===== src/rtl/vga_scroll_engine.sv =====
// Text-buffer scroll engine: copies rows up by n, clears the vacated tail with a fill word.
// state | meaning:  IDLE wait start | RD read src | CAP capture | WR write dst | CLR fill tail | DONE pulse
module vga_scroll_engine #(
  parameter int N_WORDS   = 600,
  parameter int ROW_WORDS = 20,
  parameter int DATA_W    = 28,
  parameter int ADDR_W    = 10
) (
  input  logic              clk_i,
  input  logic              rstn_i,
  input  logic              start_i,
  input  logic [4:0]        lines_i,
  input  logic [DATA_W-1:0] fill_i,
  output logic              busy_o,
  output logic              done_o,
  input  logic              host_wr_en_i,
  input  logic [ADDR_W-1:0] host_addr_i,
  input  logic [DATA_W-1:0] host_data_i,
  input  logic [3:0]        host_strb_i,
  output logic              buf_wr_en_o,
  output logic [ADDR_W-1:0] buf_waddr_o,
  output logic [DATA_W-1:0] buf_wdata_o,
  output logic [3:0]        buf_wstrb_o,
  output logic              buf_rd_en_o,
  output logic [ADDR_W-1:0] buf_raddr_o,
  input  logic [DATA_W-1:0] buf_rdata_i
);

  localparam int IW = ADDR_W + 1;
  localparam logic [4:0]    MAX_ROWS = 5'(N_WORDS / ROW_WORDS);
  localparam logic [IW-1:0] NW       = IW'(N_WORDS);
  localparam logic [IW-1:0] LAST     = IW'(N_WORDS - 1);
  localparam logic [IW-1:0] RW       = IW'(ROW_WORDS);

  typedef enum logic [2:0] {S_IDLE, S_RD, S_CAP, S_WR, S_CLR, S_DONE} state_e;

  state_e            state_q, state_d;
  logic [IW-1:0]     idx_q, idx_d;
  logic [4:0]        n_q, n_d;
  logic [DATA_W-1:0] fill_q, fill_d;
  logic [DATA_W-1:0] hold_q, hold_d;

  logic [4:0]        lines_sat;
  logic [IW-1:0]     src_off;
  logic [IW-1:0]     copy_cnt;
  logic [IW-1:0]     idx_inc;
  logic              eng_wr;

  // Offsets kept one bit wider than the address so K and S never wrap.
  assign lines_sat = (lines_i > MAX_ROWS) ? MAX_ROWS : lines_i;
  assign src_off   = IW'(n_q) * RW;
  assign copy_cnt  = NW - src_off;
  assign idx_inc   = idx_q + IW'(1);

  always_ff @(posedge clk_i or negedge rstn_i) begin
    if (!rstn_i) begin
      state_q <= S_IDLE;
      idx_q   <= '0;
      n_q     <= '0;
      fill_q  <= '0;
      hold_q  <= '0;
    end else begin
      state_q <= state_d;
      idx_q   <= idx_d;
      n_q     <= n_d;
      fill_q  <= fill_d;
      hold_q  <= hold_d;
    end
  end

  always_comb begin
    state_d     = state_q;
    idx_d       = idx_q;
    n_d         = n_q;
    fill_d      = fill_q;
    hold_d      = hold_q;
    eng_wr      = 1'b0;
    buf_rd_en_o = 1'b0;
    buf_raddr_o = '0;
    done_o      = 1'b0;
    case (state_q)
      S_IDLE: begin
        if (start_i) begin
          n_d    = lines_sat;
          fill_d = fill_i;
          idx_d  = '0;
          if (lines_sat == 5'd0)          state_d = S_DONE;
          else if (lines_sat == MAX_ROWS) state_d = S_CLR;
          else                            state_d = S_RD;
        end
      end
      S_RD: begin
        buf_rd_en_o = 1'b1;
        buf_raddr_o = ADDR_W'(idx_q + src_off);
        state_d     = S_CAP;
      end
      S_CAP: begin
        hold_d  = buf_rdata_i;
        state_d = S_WR;
      end
      S_WR: begin
        // Host owns the write port this cycle; retry next cycle with the same hold word.
        if (!host_wr_en_i) begin
          eng_wr = 1'b1;
          if (idx_inc < copy_cnt) begin
            idx_d   = idx_inc;
            state_d = S_RD;
          end else begin
            idx_d   = copy_cnt;
            state_d = S_CLR;
          end
        end
      end
      S_CLR: begin
        if (!host_wr_en_i) begin
          eng_wr = 1'b1;
          if (idx_q == LAST) begin
            idx_d   = '0;
            state_d = S_DONE;
          end else begin
            idx_d = idx_inc;
          end
        end
      end
      S_DONE: begin
        done_o  = 1'b1;
        state_d = S_IDLE;
      end
      default: state_d = S_IDLE;
    endcase
  end

  assign busy_o      = (state_q != S_IDLE);
  assign buf_wr_en_o = host_wr_en_i | eng_wr;
  assign buf_waddr_o = host_wr_en_i ? host_addr_i : idx_q[ADDR_W-1:0];
  assign buf_wdata_o = host_wr_en_i ? host_data_i : ((state_q == S_CLR) ? fill_q : hold_q);
  assign buf_wstrb_o = host_wr_en_i ? host_strb_i : 4'hF;

endmodule

===== config.mk =====
export PLATFORM = sky130hd
export DESIGN_NAME = vga_scroll_engine
export DESIGN_NICKNAME = d
export VERILOG_FILES = /design/src/rtl/vga_scroll_engine.sv
export SDC_FILE = /design/constraint.sdc
export NUM_CORES = 1
export LEC_CHECK = 0
export ABC_AREA = 1
export CAP_MARGIN = 20
export CORE_MARGIN = 1
export CORE_UTILIZATION = 50
export CTS_CLUSTER_DIAMETER = 60
export DETAILED_ROUTE_END_ITERATION = 8
export PLACE_DENSITY = 0.87
export SYNTH_ARGS = -nofsm -noshare
export SYNTH_HDL_FRONTEND = slang
export SYNTH_SLANG_ARGS = --single-unit

===== constraint.sdc =====
create_clock -name clk_i -period 6.7 [get_ports clk_i]
set_input_delay 1.34 -clock clk_i [delete_from_list [all_inputs] [get_ports clk_i]]
set_output_delay 1.34 -clock clk_i [all_outputs]
set_load 0.05 [all_outputs]

==> impl_metrics.env, run 1 <==
export IMPL_arrival_ns=4.08
export IMPL_crit_fanout=63
export IMPL_final_core_util_pct=71.66
export IMPL_cpMostUsedCell="clkdlybuf4s50_1"
export IMPL_maxCapViolCount=0
export IMPL_gr_total_overflow=0
export IMPL_met2_length_mm=6.952
export IMPL_crit_path_end_kind="primary output"
export IMPL_dominantRegCellSynth="dfrtp_1"
export IMPL_critPathLaunchType="input pin"
export IMPL_wirelength_mm=14.20
export IMPL_start_util_pct=51.87
export IMPL_post_cts_resized=0
export IMPL_syn_nets=842
export IMPL_cts_setup_buffers=0
export IMPL_outcome="finished clean"
export IMPL_required_ns=5.36
export IMPL_synth_top_area_cell="dfrtp_1"
export IMPL_antenna_found_initial=0
export IMPL_boundaryPins=163
export IMPL_tns_ns=0
export IMPL_yosys_register_bits=75
export IMPL_first_global_vias=4885
export IMPL_period_needed_ns=5.424
export IMPL_synth_area_leaders="dfrtp_1, nand2_1, ha_1, inv_1, a31oi_1"
export IMPL_clock_sinks=75
export IMPL_routedWlPerCell_um=14.37
export IMPL_final_nets=987
export IMPL_synth_distinct_cells=31
export IMPL_dr_pass1_iters=5
export IMPL_synth_edff_count=0
export IMPL_grt_total_usage_pct=29.39
export IMPL_die_h_um=100.4
export IMPL_drtIter0Drc=336
export IMPL_async_flop_share_pct=100.0
export IMPL_grt_setup_unrepaired="false"
export IMPL_synthTopCellsByCount="nand2_1, dfrtp_1, inv_1, nor2_1"
export IMPL_fmax_mhz=184.4
export IMPL_drcViolationCount=0
export IMPL_placed_area_um2=6495
export IMPL_stdcell_area_um2=6684
export IMPL_antennaDiodeCount=0
export IMPL_postCtsHoldBufs=0
export IMPL_slew_headroom_pct=31.89
export IMPL_yosysTopAreaCellShare_pct=38.79
export IMPL_yosysWarnings=0
export IMPL_critPathMaxStageDelay_ns=0.84
export IMPL_total_power_mw=2.691
export IMPL_area_growth_synth_to_final_pct=38.14
export IMPL_hpwl_mm=10.45
export IMPL_vias_per_cell=5.214
export IMPL_dieArea_um2=10070
export IMPL_cts_made_buffers=9
export IMPL_synth_avg_cell_area_um2=6.815
export IMPL_grt_pass1_wl_mm=23.18
export IMPL_slowest_stage="clkdlybuf4s50_1"
export IMPL_top_layer="met4"
export IMPL_leakagePower_nw=3.354
export IMPL_grt_max_degree=76
export IMPL_clkTransAtPathRegs_ns=0.09
export IMPL_root_buffer="clkbuf_8"
export IMPL_setup_viol=0
export IMPL_vias=5151
export IMPL_fin_skew_ns=0.008633
export IMPL_vdd_drop_max_uv=228.5
export IMPL_syn_area_um2=4838
export IMPL_wl_met1_mm=5.891
export IMPL_finalHoldViolCount=0
export IMPL_clk_latency_ns=0.36
export IMPL_port_buffers=162
export IMPL_crit_chain="clkdlybuf4s50_1 > inv_2 > nor2_1 > a31oi_1 > clkdlybuf4s50_1"
export IMPL_timing_final_crit_share_pct=80.96
export IMPL_p_per_area_nw_per_um2=402.6
export IMPL_wl_met3_mm=1.026
export IMPL_report_final_slew_viol_count=0
export IMPL_finalWorstSetupSlack_ns=1.276
export IMPL_cts_htree_levels=3
export IMPL_netlist_instances=710
export IMPL_drtAntennaViolNets=0
export IMPL_hp_class="register to register"
export IMPL_cts_buffer_depth=2
export IMPL_rows=35
export IMPL_max_slew_worst_pin_slew_ns=1.020
export IMPL_critPathKind="input pin to primary output"
export IMPL_die_w_um=100.4
export IMPL_dp_slack_ns=1.260
export IMPL_gp_congestion=0.9058
export IMPL_yosysMostFrequentCell="nand2_1"
export IMPL_cts_tree="done"
export IMPL_core_um2=9328
export IMPL_drive_gt1_share_pct=4.191
export IMPL_yosysSeqAreaShare_pct=38.79
state kept, by name, summed over array words and instances (netlist names):
register  count
fill_q       28
hold_q       28
idx_q        11
n_q           5
state_q       3
kinds of logic after synthesis:
group / share of synthesized area (%)
compound gates: 8.637
fa+ha+maj: 6.775
flops: 38.79
xor+xnor: 1.810
buf+inv: 7.241
simple gates: 36.75
area by class of cell:
class                           instances  area [µm²]
Fill cell                             778        2644
Multi-Input combinational cell        551        2616
Sequential cell                        75        1877
Timing Repair Buffer                  165        1642
Inverter                               53       198.9
Tap cell                              129       161.4
Clock buffer                            9       123.9
Clock inverter                          6       65.06
cell usage in the layout (no fill, tap or decap), drive strengths merged, types with 7 or more instances in the layout:
cell / instances
clkbuf: 9
o21ai: 28
a21oi: 15
nor3: 10
xor2: 9
ha: 23
a31oi: 28
clkdlybuf4s50: 161
nor2: 45
nand4: 7
nand2: 343
nand3: 29
inv: 55
dfrtp: 75
path summary, 6_finish.rpt:
| check | start | end | slack, ns | cells past startpoint |
|---|---|---|---|---|
| worst max register to register | n_q[1] | idx_q[7] | 2.89 | 22 |
| worst max-delay path | host_wr_en_i | buf_wdata_o[13] | 1.28 | 5 |
| worst min register to register | fill_q[11] | fill_q[11] | 0.48 | 2 |
| worst min-delay path | fill_q[11] | fill_q[11] | 0.48 | 2 |
| min in group asynchronous | rstn_i | fill_q[3] | 1.11 | 1 |
| max in group asynchronous | rstn_i | n_q[1] | 4.96 | 1 |
report_power, final:
part	internal (mW)	switching [mW]
Clock	0.171	0.180
Combinational	0.527	1.03
Sequential	0.644	0.137
per-layer routing:
layer,global-route usage (%),vias up
li1,-,2531
met1,36.29,2365
met2,50.90,229
met3,5.014,26
met4,12.26,0
met5,0,-
worst max-delay path, delay by kind of cell:
kind / cells / cell delay [ns]
buffers and inverters: 3 / 2.39
AO/OA/AOI/OAI: 1 / 0.21
AND/OR/NAND/NOR: 1 / 0.12
through the flow:
stage,hold slack [ns],instances
2_1_floorplan,0.4422,710
5_1_grt,0.4988,988
4_1_cts,0.4804,988
3_5_place_dp,0.4588,973
3_3_place_gp,0.4548,973
6_report,0.4793,988
Note: power is estimated with default switching activity, not from simulation.
==> inputs of run 2 (changes only) <==
--- a/config.mk
+++ b/config.mk
@@ -8,10 +8,10 @@
 export ABC_AREA = 1
 export CAP_MARGIN = 20
 export CORE_MARGIN = 1
-export CORE_UTILIZATION = 50
+export CORE_UTILIZATION = 47
 export CTS_CLUSTER_DIAMETER = 60
 export DETAILED_ROUTE_END_ITERATION = 8
-export PLACE_DENSITY = 0.87
+export PLACE_DENSITY = 0.82
 export SYNTH_ARGS = -nofsm -noshare
 export SYNTH_HDL_FRONTEND = slang
 export SYNTH_SLANG_ARGS = --single-unit
==> constraint.sdc (replaced) <==
create_clock -name clk_i -period 5.5 [get_ports clk_i]
set_input_delay 1.1 -clock clk_i [delete_from_list [all_inputs] [get_ports clk_i]]
set_output_delay 1.1 -clock clk_i [all_outputs]
set_load 0.05 [all_outputs]
==> run 2 against run 1 <==
Combinational power increased by 21%. Routed wire length decreased by 1.3%. Non-clock buffer count increased by 3. Critical endpoint is now buf_raddr_o[9]. Hold slack got worse by 0.0041 ns. Largest cell class unchanged. Clock power increased by 18%. Register-to-register slack got worse by 1.1 ns. Sequential share of layout area decreased by 0.12 points. First-iteration DRC count decreased by 20%.
==> impl_metrics.env, run 2 (synthesized netlist as in run 1, its figures left out) <==
export IMPL_outcome="finished clean"
export IMPL_die_h_um=103.5
export IMPL_report_final_slew_viol_count=0
export IMPL_vias=5131
export IMPL_layout_commonest_cell="nand2_1"
export IMPL_hp_start="hold_q[3]"
export IMPL_rows=36
export IMPL_cts_htree_levels=3
export IMPL_setup_viol=0
export IMPL_critPathLaunchType="register"
export IMPL_power_switching_mw=1.611
export IMPL_die_w_um=103.5
export IMPL_antennaDiodeCount=0
export IMPL_dr_pass1_iters=6
export IMPL_seqPwrFrac_pct=29.1
export IMPL_boundaryPins=163
export IMPL_wirelength_mm=14.02
export IMPL_r2r_end="idx_q[8]"
export IMPL_start_util_pct=49.05
export IMPL_post_cts_resized=0
export IMPL_total_power_mw=3.241
export IMPL_setup_worst_path_start="n_q[1]"
export IMPL_drtAntennaViolNets=0
export IMPL_maxCapViolCount=0
export IMPL_finalHoldViolCount=0
export IMPL_drive_gt1_share_pct=4.519
export IMPL_timing_rr_start="n_q[1]"
export IMPL_drtIter0Drc=268
export IMPL_routedWlPerCell_um=14.07
export IMPL_grt_pass1_wl_mm=21.70
export IMPL_grt_total_usage_pct=26.75
export IMPL_reg2regPathDepth=22
export IMPL_vias_per_cell=5.152
export IMPL_holdPathStages=2
export IMPL_hp_class="register to register"
export IMPL_gp_congestion=0.9071
export IMPL_antenna_found_initial=0
export IMPL_clk_latency_ns=0.36
export IMPL_p_per_area_nw_per_um2=482.8
export IMPL_arrival_ns=3.85
export IMPL_slew_headroom_pct=32.31
export IMPL_hpwl_mm=10.39
export IMPL_fin_skew_ns=0.005921
export IMPL_combPwrFrac_pct=58.1
export IMPL_drcViolationCount=0
export IMPL_critPathKind="register to primary output"
export IMPL_worst_r2r_setup_slack_ns=1.75
export IMPL_cts_setup_buffers=0
export IMPL_crit_path_end_kind="primary output"
export IMPL_root_buffer="clkbuf_8"
export IMPL_dieArea_um2=10700
export IMPL_grt_setup_unrepaired="false"
export IMPL_finalWorstSetupSlack_ns=0.5532
export IMPL_cts_tree="done"
export IMPL_timing_final_crit_share_pct=89.94
export IMPL_leakagePower_nw=3.368
export IMPL_grt_max_degree=76
export IMPL_cts_buffer_depth=2
export IMPL_postCtsHoldBufs=0
export IMPL_final_cell_mix="nand2_1, clkdlybuf4s50_1, dfrtp_1"
export IMPL_area_growth_synth_to_final_pct=38.74
export IMPL_port_buffers=162
export IMPL_crit_fanout=6
export IMPL_p_int_mw=1.630
export IMPL_fmax_mhz=202.2
export IMPL_clkTransAtPathRegs_ns=0.08
export IMPL_final_nets=990
export IMPL_first_global_vias=4702
export IMPL_tns_ns=0
export IMPL_cts_made_buffers=9
export IMPL_core_um2=9864
export IMPL_required_ns=4.40
export IMPL_p_sw_share_pct=49.70
export IMPL_period_needed_ns=4.947
export IMPL_dp_slack_ns=0.9600
export IMPL_top_regs="fill_q x28, hold_q x28, idx_q x11"
export IMPL_clockPowerShare_pct=12.8
export IMPL_clock_sinks=75
export IMPL_vdd_drop_max_uv=214.4
export IMPL_gr_total_overflow=0
export IMPL_hold_end="hold_q[3]"
export IMPL_max_slew_worst_pin_slew_ns=1.014
run 2: worst max-delay path by stage:
stage | to | slack (ns) | cells after the start
after detailed placement | buf_raddr_o[9] | 0.96 | 13
after global placement | buf_raddr_o[9] | 1.06 | 13
after global routing | buf_raddr_o[9] | 0.26 | 13
final | buf_raddr_o[9] | 0.55 | 13
after floorplan | buf_raddr_o[9] | 1.42 | 12
after CTS | buf_raddr_o[9] | 0.56 | 13
run 2: power groups by stage:
| stage | Sequential, mW | Clock [mW] | Combinational (mW) |
|---|---|---|---|
| after floorplan | 0.907 | 0 | 1.36 |
| after global placement | 0.936 | 0 | 1.82 |
| after detailed placement | 0.947 | 0 | 1.88 |
| after CTS | 0.941 | 0.421 | 1.88 |
| after global routing | 0.972 | 0.453 | 2.09 |
| final | 0.944 | 0.415 | 1.88 |
run 2: through the flow:
step | util, % | hold slack [ns] | instances | cell area [µm²]
2_1_floorplan | - | 0.4422 | 710 | 4838
3_5_place_dp | 66.12 | 0.4586 | 980 | 6523
3_3_place_gp | 66.12 | 0.4542 | 980 | 6523
4_1_cts | 68.05 | 0.4778 | 996 | 6713
5_1_grt | 68.05 | 0.4959 | 996 | 6713
6_report | 68.05 | 0.4752 | 996 | 6713
run 2: worst max-delay path: stages, from the launching register on:
cell and delay, ns:
dfrtp_1 0.46, ha_1 0.34, ha_1 0.24, fa_1 0.38, nand2_1 0.07, inv_1 0.04
nor2_1 0.21, ha_1 0.30, inv_1 0.11, nor3_1 0.07, a211oi_1 0.24, a21oi_1 0.11
nor2_1 0.11, clkdlybuf4s50_1 0.80
run 2: per-layer routing:
layer | vias up | routed length, µm | track usage [%]
met5 | - | 0 | 0
met2 | 192 | 6745 | 44.42
met3 | 30 | 1014 | 6.519
met1 | 2364 | 5896 | 33.36
li1 | 2545 | - | -
met4 | 0 | 359 | 11.16
run 2: area by class of cell:
class | instances | area (µm²)
clock buffers | 13 | 168.9
clock inverters | 3 | 21.27
fillers | 845 | 3152
inverters | 53 | 198.9
multi-input cells | 551 | 2616
flip-flops and latches | 75 | 1877
well taps | 133 | 166.4
repair buffers | 168 | 1664
